**src/rtl/ahb_timer_pkg.sv**
```systemverilog
// Shared definitions for the AHB-Lite timer scheduler: slave register map,
// HTRANS encodings, default timer width and the scheduler state/outcome types.
package ahb_timer_pkg;

    localparam int         TIMER_TW         = 30;
    localparam logic [31:0] TIMER_CTRL_ADDR  = 32'h0;
    localparam logic [31:0] TIMER_COUNT_ADDR = 32'h4;
    localparam logic [1:0] HTRANS_IDLE      = 2'b00;
    localparam logic [1:0] HTRANS_NONSEQ    = 2'b10;

    typedef enum logic [2:0] {
        ST_IDLE,
        ST_ARB,
        ST_WR_CNT,
        ST_WR_CTRL,
        ST_WR_STOP,
        ST_WAIT,
        ST_RUN,
        ST_FIN
    } sched_state_t;

    // Which write the shared WAIT state is completing.
    typedef enum logic [1:0] {
        WR_KIND_CNT,
        WR_KIND_CTRL,
        WR_KIND_STOP
    } wr_kind_t;

    // What FIN reports to the owner.
    typedef enum logic [1:0] {
        OUT_NONE,
        OUT_DONE,
        OUT_ERR
    } outcome_t;

endpackage

```
**src/rtl/ahb_timer_scheduler_if.sv**
```systemverilog
// Bus between the scheduler (master) and the AHB-Lite timer slave.
//   HSEL/WORK/HWRITE/HTRANS/HADDR/HWDATA : write strobe, master -> slave
//   HREADY/HRESP                         : completion / error, slave -> master
//   Interrupt                            : sticky timer expiry, slave -> master
interface ahb_timer_scheduler_if #(
    parameter int TW = 30
);
    logic          HSEL;
    logic          WORK;
    logic [TW-1:0] HADDR;
    logic          HWRITE;
    logic [1:0]    HTRANS;
    logic [31:0]   HWDATA;
    logic          HREADY;
    logic          HRESP;
    logic          Interrupt;

    modport master (
        output HSEL, WORK, HADDR, HWRITE, HTRANS, HWDATA,
        input  HREADY, HRESP, Interrupt
    );

    modport slave (
        input  HSEL, WORK, HADDR, HWRITE, HTRANS, HWDATA,
        output HREADY, HRESP, Interrupt
    );
endinterface

```
**src/rtl/ahb_timer_scheduler_rr_arbiter.sv**
```systemverilog
// Combinational round-robin arbiter. The search starts at ptr_i and wraps;
// the first active request wins. The caller owns and advances the pointer.
//   req_i : request vector        ptr_i : search start index (< N_REQ)
//   gnt_o : one-hot grant         idx_o : grant index   any_o : some request active
module rr_arbiter #(
    parameter int N_REQ = 4
) (
    input  logic [N_REQ-1:0] req_i,
    input  logic [2:0]       ptr_i,
    output logic [N_REQ-1:0] gnt_o,
    output logic [2:0]       idx_o,
    output logic             any_o
);
    logic [N_REQ-1:0] rot;

    always_comb begin
        // Rotate so bit 0 is the requester at ptr_i.
        rot   = N_REQ'({req_i, req_i} >> ptr_i);
        any_o = 1'b0;
        idx_o = '0;
        gnt_o = '0;
        for (int off = 0; off < N_REQ; off++) begin
            if (!any_o && rot[off]) begin
                any_o = 1'b1;
                idx_o = 3'((int'(ptr_i) + off) % N_REQ);
            end
        end
        for (int i = 0; i < N_REQ; i++) begin
            gnt_o[i] = any_o && (idx_o == 3'(i));
        end
    end
endmodule

```
**src/rtl/ahb_timer_scheduler.sv**
```systemverilog
// Shares one AHB-Lite timer slave among N_REQ requesters. One timeout at a
// time is granted round-robin, the timer is programmed (COUNT then CTRL),
// the scheduler waits for Interrupt, stops the timer and pulses done/err
// to the owner.
//   HCLK, HRESET      : clock, async active-high reset
//   req, dur          : per-requester level request and timeout in cycles
//   done, err         : one-cycle pulses to the owner
//   busy, grant_id    : ownership status
//   bus               : master side of the timer slave bus
//
// state      | meaning
// -----------+---------------------------------------------------------
// ST_IDLE    | no owner, waiting for any req
// ST_ARB     | pick owner, latch dur|1 and id, advance pointer
// ST_WR_CNT  | strobe COUNT write (clear count, load target)
// ST_WR_CTRL | strobe CTRL write (enable, target)
// ST_WR_STOP | strobe CTRL write of 0 (disable, clear Interrupt)
// ST_WAIT    | wait for HREADY of the last strobe, bounded by MAX_WAIT
// ST_RUN     | timer running, watch Interrupt and owner cancel
// ST_FIN     | pulse done/err (or nothing on cancel), then idle
module ahb_timer_scheduler
    import ahb_timer_pkg::*;
#(
    parameter int N_REQ    = 4,
    parameter int TW       = TIMER_TW,
    parameter int MAX_WAIT = 15
) (
    input  logic                HCLK,
    input  logic                HRESET,
    input  logic [N_REQ-1:0]    req,
    input  logic [N_REQ*TW-1:0] dur,
    output logic [N_REQ-1:0]    done,
    output logic [N_REQ-1:0]    err,
    output logic                busy,
    output logic [2:0]          grant_id,
    ahb_timer_scheduler_if.master bus
);

    sched_state_t  state_q, state_d;
    wr_kind_t      wr_kind_q, wr_kind_d;
    outcome_t      outcome_q, outcome_d;
    logic [2:0]    id_q, id_d;
    logic [2:0]    ptr_q, ptr_d;
    logic [TW-1:0] deff_q, deff_d;
    logic [3:0]    wait_cnt_q, wait_cnt_d;
    logic          cancel_q, cancel_d;

    logic [N_REQ-1:0] arb_gnt;
    logic [2:0]       arb_idx;
    logic             arb_any;
    logic [TW-1:0]    dur_sel;
    logic             owner_req;
    logic             cancel_now;
    logic             bus_fail;

    rr_arbiter #(.N_REQ(N_REQ)) u_arb (
        .req_i (req),
        .ptr_i (ptr_q),
        .gnt_o (arb_gnt),
        .idx_o (arb_idx),
        .any_o (arb_any)
    );

    always_comb begin
        dur_sel   = '0;
        owner_req = 1'b0;
        for (int i = 0; i < N_REQ; i++) begin
            if (arb_gnt[i]) dur_sel = dur[i*TW +: TW];
            if (id_q == 3'(i)) owner_req = req[i];
        end
    end

    // A cancel seen during the start writes is remembered so the write in
    // flight completes before the timer is stopped.
    assign cancel_now = cancel_q | ~owner_req;
    assign bus_fail   = bus.HRESP | (~bus.HREADY & (wait_cnt_q == 4'd0));

    always_ff @(posedge HCLK or posedge HRESET) begin
        if (HRESET) begin
            state_q    <= ST_IDLE;
            wr_kind_q  <= WR_KIND_CNT;
            outcome_q  <= OUT_NONE;
            id_q       <= '0;
            ptr_q      <= '0;
            deff_q     <= '0;
            wait_cnt_q <= '0;
            cancel_q   <= 1'b0;
        end else begin
            state_q    <= state_d;
            wr_kind_q  <= wr_kind_d;
            outcome_q  <= outcome_d;
            id_q       <= id_d;
            ptr_q      <= ptr_d;
            deff_q     <= deff_d;
            wait_cnt_q <= wait_cnt_d;
            cancel_q   <= cancel_d;
        end
    end

    always_comb begin
        state_d    = state_q;
        wr_kind_d  = wr_kind_q;
        outcome_d  = outcome_q;
        id_d       = id_q;
        ptr_d      = ptr_q;
        deff_d     = deff_q;
        wait_cnt_d = wait_cnt_q;
        cancel_d   = cancel_q;

        case (state_q)
            ST_IDLE: begin
                if (|req) state_d = ST_ARB;
            end
            ST_ARB: begin
                if (!arb_any) begin
                    state_d = ST_IDLE;
                end else begin
                    id_d     = arb_idx;
                    ptr_d    = (arb_idx == 3'(N_REQ-1)) ? 3'd0 : arb_idx + 3'd1;
                    cancel_d = 1'b0;
                    if (dur_sel == '0) begin
                        outcome_d = OUT_ERR;
                        state_d   = ST_FIN;
                    end else begin
                        // bit0 is also the enable bit of the CTRL write
                        deff_d    = dur_sel | TW'(1);
                        outcome_d = OUT_NONE;
                        state_d   = ST_WR_CNT;
                    end
                end
            end
            ST_WR_CNT, ST_WR_CTRL: begin
                wr_kind_d  = (state_q == ST_WR_CNT) ? WR_KIND_CNT : WR_KIND_CTRL;
                wait_cnt_d = 4'(MAX_WAIT);
                cancel_d   = cancel_now;
                state_d    = ST_WAIT;
            end
            ST_WR_STOP: begin
                wr_kind_d  = WR_KIND_STOP;
                wait_cnt_d = 4'(MAX_WAIT);
                state_d    = ST_WAIT;
            end
            ST_WAIT: begin
                if (wr_kind_q != WR_KIND_STOP) cancel_d = cancel_now;
                if (bus_fail) begin
                    outcome_d = OUT_ERR;
                    // A failing stop write must not loop back into another stop.
                    state_d   = (wr_kind_q == WR_KIND_STOP) ? ST_FIN : ST_WR_STOP;
                end else if (bus.HREADY) begin
                    case (wr_kind_q)
                        WR_KIND_CNT:  state_d = cancel_now ? ST_WR_STOP : ST_WR_CTRL;
                        WR_KIND_CTRL: state_d = cancel_now ? ST_WR_STOP : ST_RUN;
                        default:      state_d = ST_FIN;
                    endcase
                end else begin
                    wait_cnt_d = wait_cnt_q - 4'd1;
                end
            end
            ST_RUN: begin
                if (bus.Interrupt) begin
                    outcome_d = OUT_DONE;
                    state_d   = ST_WR_STOP;
                end else if (!owner_req) begin
                    outcome_d = OUT_NONE;
                    state_d   = ST_WR_STOP;
                end
            end
            ST_FIN: begin
                state_d = ST_IDLE;
            end
            default: begin
                state_d = ST_IDLE;
            end
        endcase
    end

    always_comb begin
        bus.HSEL   = 1'b0;
        bus.WORK   = 1'b0;
        bus.HWRITE = 1'b0;
        bus.HTRANS = HTRANS_IDLE;
        bus.HADDR  = '0;
        bus.HWDATA = '0;
        if (state_q == ST_WR_CNT || state_q == ST_WR_CTRL || state_q == ST_WR_STOP) begin
            bus.HSEL   = 1'b1;
            bus.WORK   = 1'b1;
            bus.HWRITE = 1'b1;
            bus.HTRANS = HTRANS_NONSEQ;
            bus.HADDR  = (state_q == ST_WR_CNT) ? TW'(TIMER_COUNT_ADDR) : TW'(TIMER_CTRL_ADDR);
            bus.HWDATA = (state_q == ST_WR_STOP) ? 32'd0 : 32'(deff_q);
        end
    end

    always_comb begin
        done = '0;
        err  = '0;
        for (int i = 0; i < N_REQ; i++) begin
            done[i] = (state_q == ST_FIN) && (outcome_q == OUT_DONE) && (id_q == 3'(i));
            err[i]  = (state_q == ST_FIN) && (outcome_q == OUT_ERR)  && (id_q == 3'(i));
        end
    end

    always_comb begin
        busy = 1'b1;
        if (state_q == ST_IDLE || state_q == ST_FIN) busy = 1'b0;
        else if (state_q == ST_ARB)                  busy = arb_any;

        grant_id = id_q;
        if (state_q == ST_IDLE)     grant_id = '0;
        else if (state_q == ST_ARB) grant_id = arb_idx;
    end

endmodule
```
**src/flat_wrapper.sv**
```systemverilog
// flat-port wrapper written by rule: the top's interface ports become plain ports
module ahb_timer_scheduler_flat import ahb_timer_pkg::*;
#(
    parameter int N_REQ    = 4,
    parameter int TW       = TIMER_TW,
    parameter int MAX_WAIT = 15
)
  (HCLK, HRESET, req, dur, done, err, busy, grant_id, bus_HSEL, bus_WORK, bus_HADDR, bus_HWRITE, bus_HTRANS, bus_HWDATA, bus_HREADY, bus_HRESP, bus_Interrupt);
  ahb_timer_scheduler_if #(.TW(TW)) bus_i ();
  input  logic HCLK;
  input  logic HRESET;
  input  logic [N_REQ-1:0] req;
  input  logic [N_REQ*TW-1:0] dur;
  output logic [N_REQ-1:0] done;
  output logic [N_REQ-1:0] err;
  output logic busy;
  output logic [2:0] grant_id;
  output wire logic [$bits(bus_i.HSEL)-1:0] bus_HSEL;
  output wire logic [$bits(bus_i.WORK)-1:0] bus_WORK;
  output wire logic [$bits(bus_i.HADDR)-1:0] bus_HADDR;
  output wire logic [$bits(bus_i.HWRITE)-1:0] bus_HWRITE;
  output wire logic [$bits(bus_i.HTRANS)-1:0] bus_HTRANS;
  output wire logic [$bits(bus_i.HWDATA)-1:0] bus_HWDATA;
  input wire logic [$bits(bus_i.HREADY)-1:0] bus_HREADY;
  input wire logic [$bits(bus_i.HRESP)-1:0] bus_HRESP;
  input wire logic [$bits(bus_i.Interrupt)-1:0] bus_Interrupt;
  assign bus_HSEL = bus_i.HSEL;
  assign bus_WORK = bus_i.WORK;
  assign bus_HADDR = bus_i.HADDR;
  assign bus_HWRITE = bus_i.HWRITE;
  assign bus_HTRANS = bus_i.HTRANS;
  assign bus_HWDATA = bus_i.HWDATA;
  assign bus_i.HREADY = bus_HREADY;
  assign bus_i.HRESP = bus_HRESP;
  assign bus_i.Interrupt = bus_Interrupt;
  ahb_timer_scheduler #(.N_REQ(N_REQ), .TW(TW), .MAX_WAIT(MAX_WAIT)) u_core (.HCLK(HCLK), .HRESET(HRESET), .req(req), .dur(dur), .done(done), .err(err), .busy(busy), .grant_id(grant_id), .bus(bus_i));
endmodule
```
**config.mk**
```make
export PLATFORM = sky130hd
export DESIGN_NAME = ahb_timer_scheduler_flat
export DESIGN_NICKNAME = d
export VERILOG_FILES = /design/src/rtl/ahb_timer_pkg.sv /design/src/rtl/ahb_timer_scheduler_if.sv /design/src/rtl/ahb_timer_scheduler_rr_arbiter.sv /design/src/rtl/ahb_timer_scheduler.sv /design/src/flat_wrapper.sv
export SDC_FILE = /design/constraint.sdc
export NUM_CORES = 1
export LEC_CHECK = 0
export ABC_AREA = 1
export ABC_CLOCK_PERIOD_IN_PS = 10600
export CAP_MARGIN = 10
export CORE_UTILIZATION = 46
export DETAILED_ROUTE_END_ITERATION = 6
export PLACE_DENSITY = 0.88
export SYNTH_ARGS = -nofsm -noshare
export SYNTH_HDL_FRONTEND = slang
export SYNTH_SLANG_ARGS = --single-unit
```
**constraint.sdc**
```tcl
create_clock -name HCLK -period 10.6 [get_ports HCLK]
set_input_delay 1.06 -clock HCLK [delete_from_list [all_inputs] [get_ports HCLK]]
set_output_delay 1.06 -clock HCLK [all_outputs]
set_load 0.02 [all_outputs]
```
==> flow_summary.toml <==
[min_path]
worstHoldPathType = "reg2reg"

[logic_synthesis]
syn-cell-area_um2 = 4500
synth_top_area_cell = "dfrtp_1"
synth.distinct_cells = 35
yosys_warnings = 0
ys_seq_area_share_pct = 25.6
synth_top_cell_area_share_pct = 25.6
synthArstFlopShare_pct = 100
synth_cells = 728
synth.avg_cell_area_um2 = 6.18
ys.flop_type = "dfrtp_1"
synth_seq_cells = 46
ys_top_cells_by_area = "dfrtp_1 26%, nand2_1 14%, nand3_1 9.3%, inv_1 8.8%, buf_4 6.7%"
synth-edff-count = 0

[critical_path]
crit_buf_inv = 3
arrival_ns = 6.06
crit_cells = 24
cpMaxStageDelayCell = "ha_1"
cpMostUsedCell = "nand2_1"
critPathLaunch = "req[2]"
reg2regPathDepth = 23
regToRegEndpoint = "u_core.deff_q[3]"
worst_path_largest_cell_delay_ns = 0.94
path_delay_family = "simple AND/OR/NAND/NOR gates"
crit_type = "in2reg"
cp_max_fo = 53
timing.rr.start = "u_core.ptr_q[0]"
crit_chain = "clkdlybuf4s50_1, nor2_1, a21oi_1, nand2_1, o21ai_0, nor3_1, nand2_1, nand2_1, nand2_1, inv_1, ha_1, inv_2, nand2_1, nand3b_1, nand3_1, a21boi_0, nand2_1, nor2_1, nand2_1, nor2_2, nand2_4, nand2_4, nand2_1, o21ai_1"
cp-start-kind = "input pin"
crit_required_ns = 10.81
reg2reg_setup_slack_ns = 5.45
crit_end = "u_core.deff_q[3]"
crit_path_end_kind = "flip-flop"

[route]
drc = 0
wl_um = 13200
wl_per_cell_um = 13.3
viasPerCell = 5.02
num_vias = 4994
drt_iter0_drc = 318
drtPass1Iterations = 5
drtAntennaViolNets = 0

[clocking]
cts_resized = 0
cts_hold_buf = 0
cts_tree = "done"
clock_path_buffers = 2
cts.sink_count = 46
clk_pin_slew_ns = 0.08
cts_made_buffers = 5
htreeDepth = 2
cts_setup_buffers = 0
clock_latency_ns = 0.29
root_buffer = "clkbuf_8"

[floorplan]
core_um2 = 9370
die_h_um = 101
start_util_pct = 48.0
die_w_um = 101
dieArea_um2 = 10200
io-pin-count = 208
rows = 35

[pwr]
power_density_nw_per_um2 = 336
clock_power_share_pct = 5.3
comb_power_share_pct = 79.7
power.switching_mw = 1.18
vdd_drop_max_mv = 0.205
power_leakage_nw = 2.95
p_total_mw = 2.06
p_int_mw = 0.878
power_frac_seq_pct = 15.1
swShare_pct = 57.3

[placement]
place_inst = 987
place.port_buffers = 174
gp_congestion = 0.914
place_area_um2 = 6040
dp_hpwl_um = 10300

[timing]
finalSetupViolations = 0
setup_tns_ns = 0
grt_setup_unrepaired = "false"
fmax_ghz = 0.171
relSlewSlack_pct = 22.1
hold_viol = 0
maxSlewViolCount = 0
tightest_slew_ns = 1.17
fin_skew_ns = 0.00752
fin_crit_sh_pct = 55.2
period_minus_slack_ns = 5.86

[global_routing]
grt_max_degree = 91
antenna_found_initial = 0
globalRouteOverflowTotal = 0
grtUsageTotal_pct = 25.7
grt_pass1_vias = 4477
grt_pass1_wl_um = 20700

[run]
cap_violations = 0

[layout]
fin_cells = 995
fin_area_um2 = 6130
antenna_cells = 0
fin_util_pct = 65.4
area_growth_pct = 36.3
fin_nets = 1000
drive_gt1_share_pct = 2.42

[outcome]
outcome = "complete, no violations"
synthesized netlist by cell type (2+ instances only):
cell type	count
nand2_4	4
clkbuf_1	19
a21boi_1	17
a31oi_1	2
buf_2	12
a211oi_1	2
nand2_1	167
inv_2	2
inv_1	105
nand4_1	9
nand3_1	84
o22ai_1	3
buf_4	40
o21ai_1	23
buf_6	5
o21ai_0	22
nor2_1	74
nand3b_1	39
nor3_1	12
a21oi_1	17
ha_1	6
a21o_1	2
nor2_2	4
a21boi_0	2
dfrtp_1	46
placed cells by master (no fill, tap or decap), drive strengths merged:
master,count
a21boi,19
nor2,78
buf,1
dfrtp,46
conb,33
or2,1
o21ai,45
nand4,9
a21oi,17
xor2,1
o22ai,3
o2111ai,1
o211ai,1
clkbuf,7
ha,6
inv,107
nand3b,39
clkdlybuf4s50,174
nand2,172
a211oi,2
nor4,1
a21o,2
nand3,84
clkinv,2
nor3,12
a31oi,2
o21a,1
worst min-delay path, cell delays in order, from the launching register on:
cell     delay, ns
dfrtp_1       0.33
inv_1         0.05
nand2_1       0.06
routing by layer:
layer	global-route usage [%]	up-vias	routed length, um
li1	-	2513	-
met3	4.44	27	997
met2	43.9	225	6300
met1	33.5	2229	5600
met5	0	-	0
met4	6.80	0	308
kinds of logic (layout without fill, tap and decap cells):
logic type,Yosys count,in the layout,synth area share (%)
compound gates,93,93,12.0
xor+xnor,1,1,0.195
fa+ha+maj,6,6,1.67
buf+inv,185,291,19.9
flops,46,46,25.6
other cells,1,33,0.0834
simple gates,396,396,40.5
worst min-delay path by stage:
stage                          start          endpoint  slack [ns]  cells after the start
floorplan           u_core.deff_q[0]  u_core.deff_q[0]        0.42                      2
global placement    u_core.deff_q[0]  u_core.deff_q[0]        0.44                      2
detailed placement  u_core.deff_q[0]  u_core.deff_q[0]        0.46                      2
CTS                 u_core.deff_q[0]  u_core.deff_q[0]        0.48                      2
global route        u_core.deff_q[2]  u_core.deff_q[2]        0.51                      2
finish              u_core.deff_q[0]  u_core.deff_q[0]        0.47                      2
layout make-up:
class	instances	area, um^2
Fill cell	873	3240
Multi-Input combinational cell	529	2570
Timing Repair Buffer	175	1750
Sequential cell	46	1150
Inverter	108	405
Tap cell	129	161
Clock buffer	7	86.3
Clock inverter	1	5.00
power by group through the flow:
stage	combinational [mW]	sequential, mW	clock, mW
finish	1.64	0.310	0.108
global route	1.83	0.319	0.119
CTS	1.62	0.308	0.109
detailed placement	1.61	0.311	0
global placement	1.58	0.311	0
floorplan	1.25	0.289	0
through the flow:
step / hold WS, ns / setup WS [ns]
3_3_place_gp: 0.440 / 4.76
5_1_grt: 0.507 / 4.27
6_report: 0.468 / 4.74
2_1_floorplan: 0.422 / 6.76
4_1_cts: 0.480 / 4.89
3_5_place_dp: 0.459 / 4.60
state kept, by name (all words and copies together), names as in the netlist:
register           count
u_core.cancel_q        1
u_core.state_q         3
u_core.wr_kind_q       2
u_core.outcome_q       2
u_core.ptr_q           2
u_core.deff_q         30
u_core.id_q            2
u_core.wait_cnt_q      4
No activity file was read; power rests on OpenSTA's default activity.
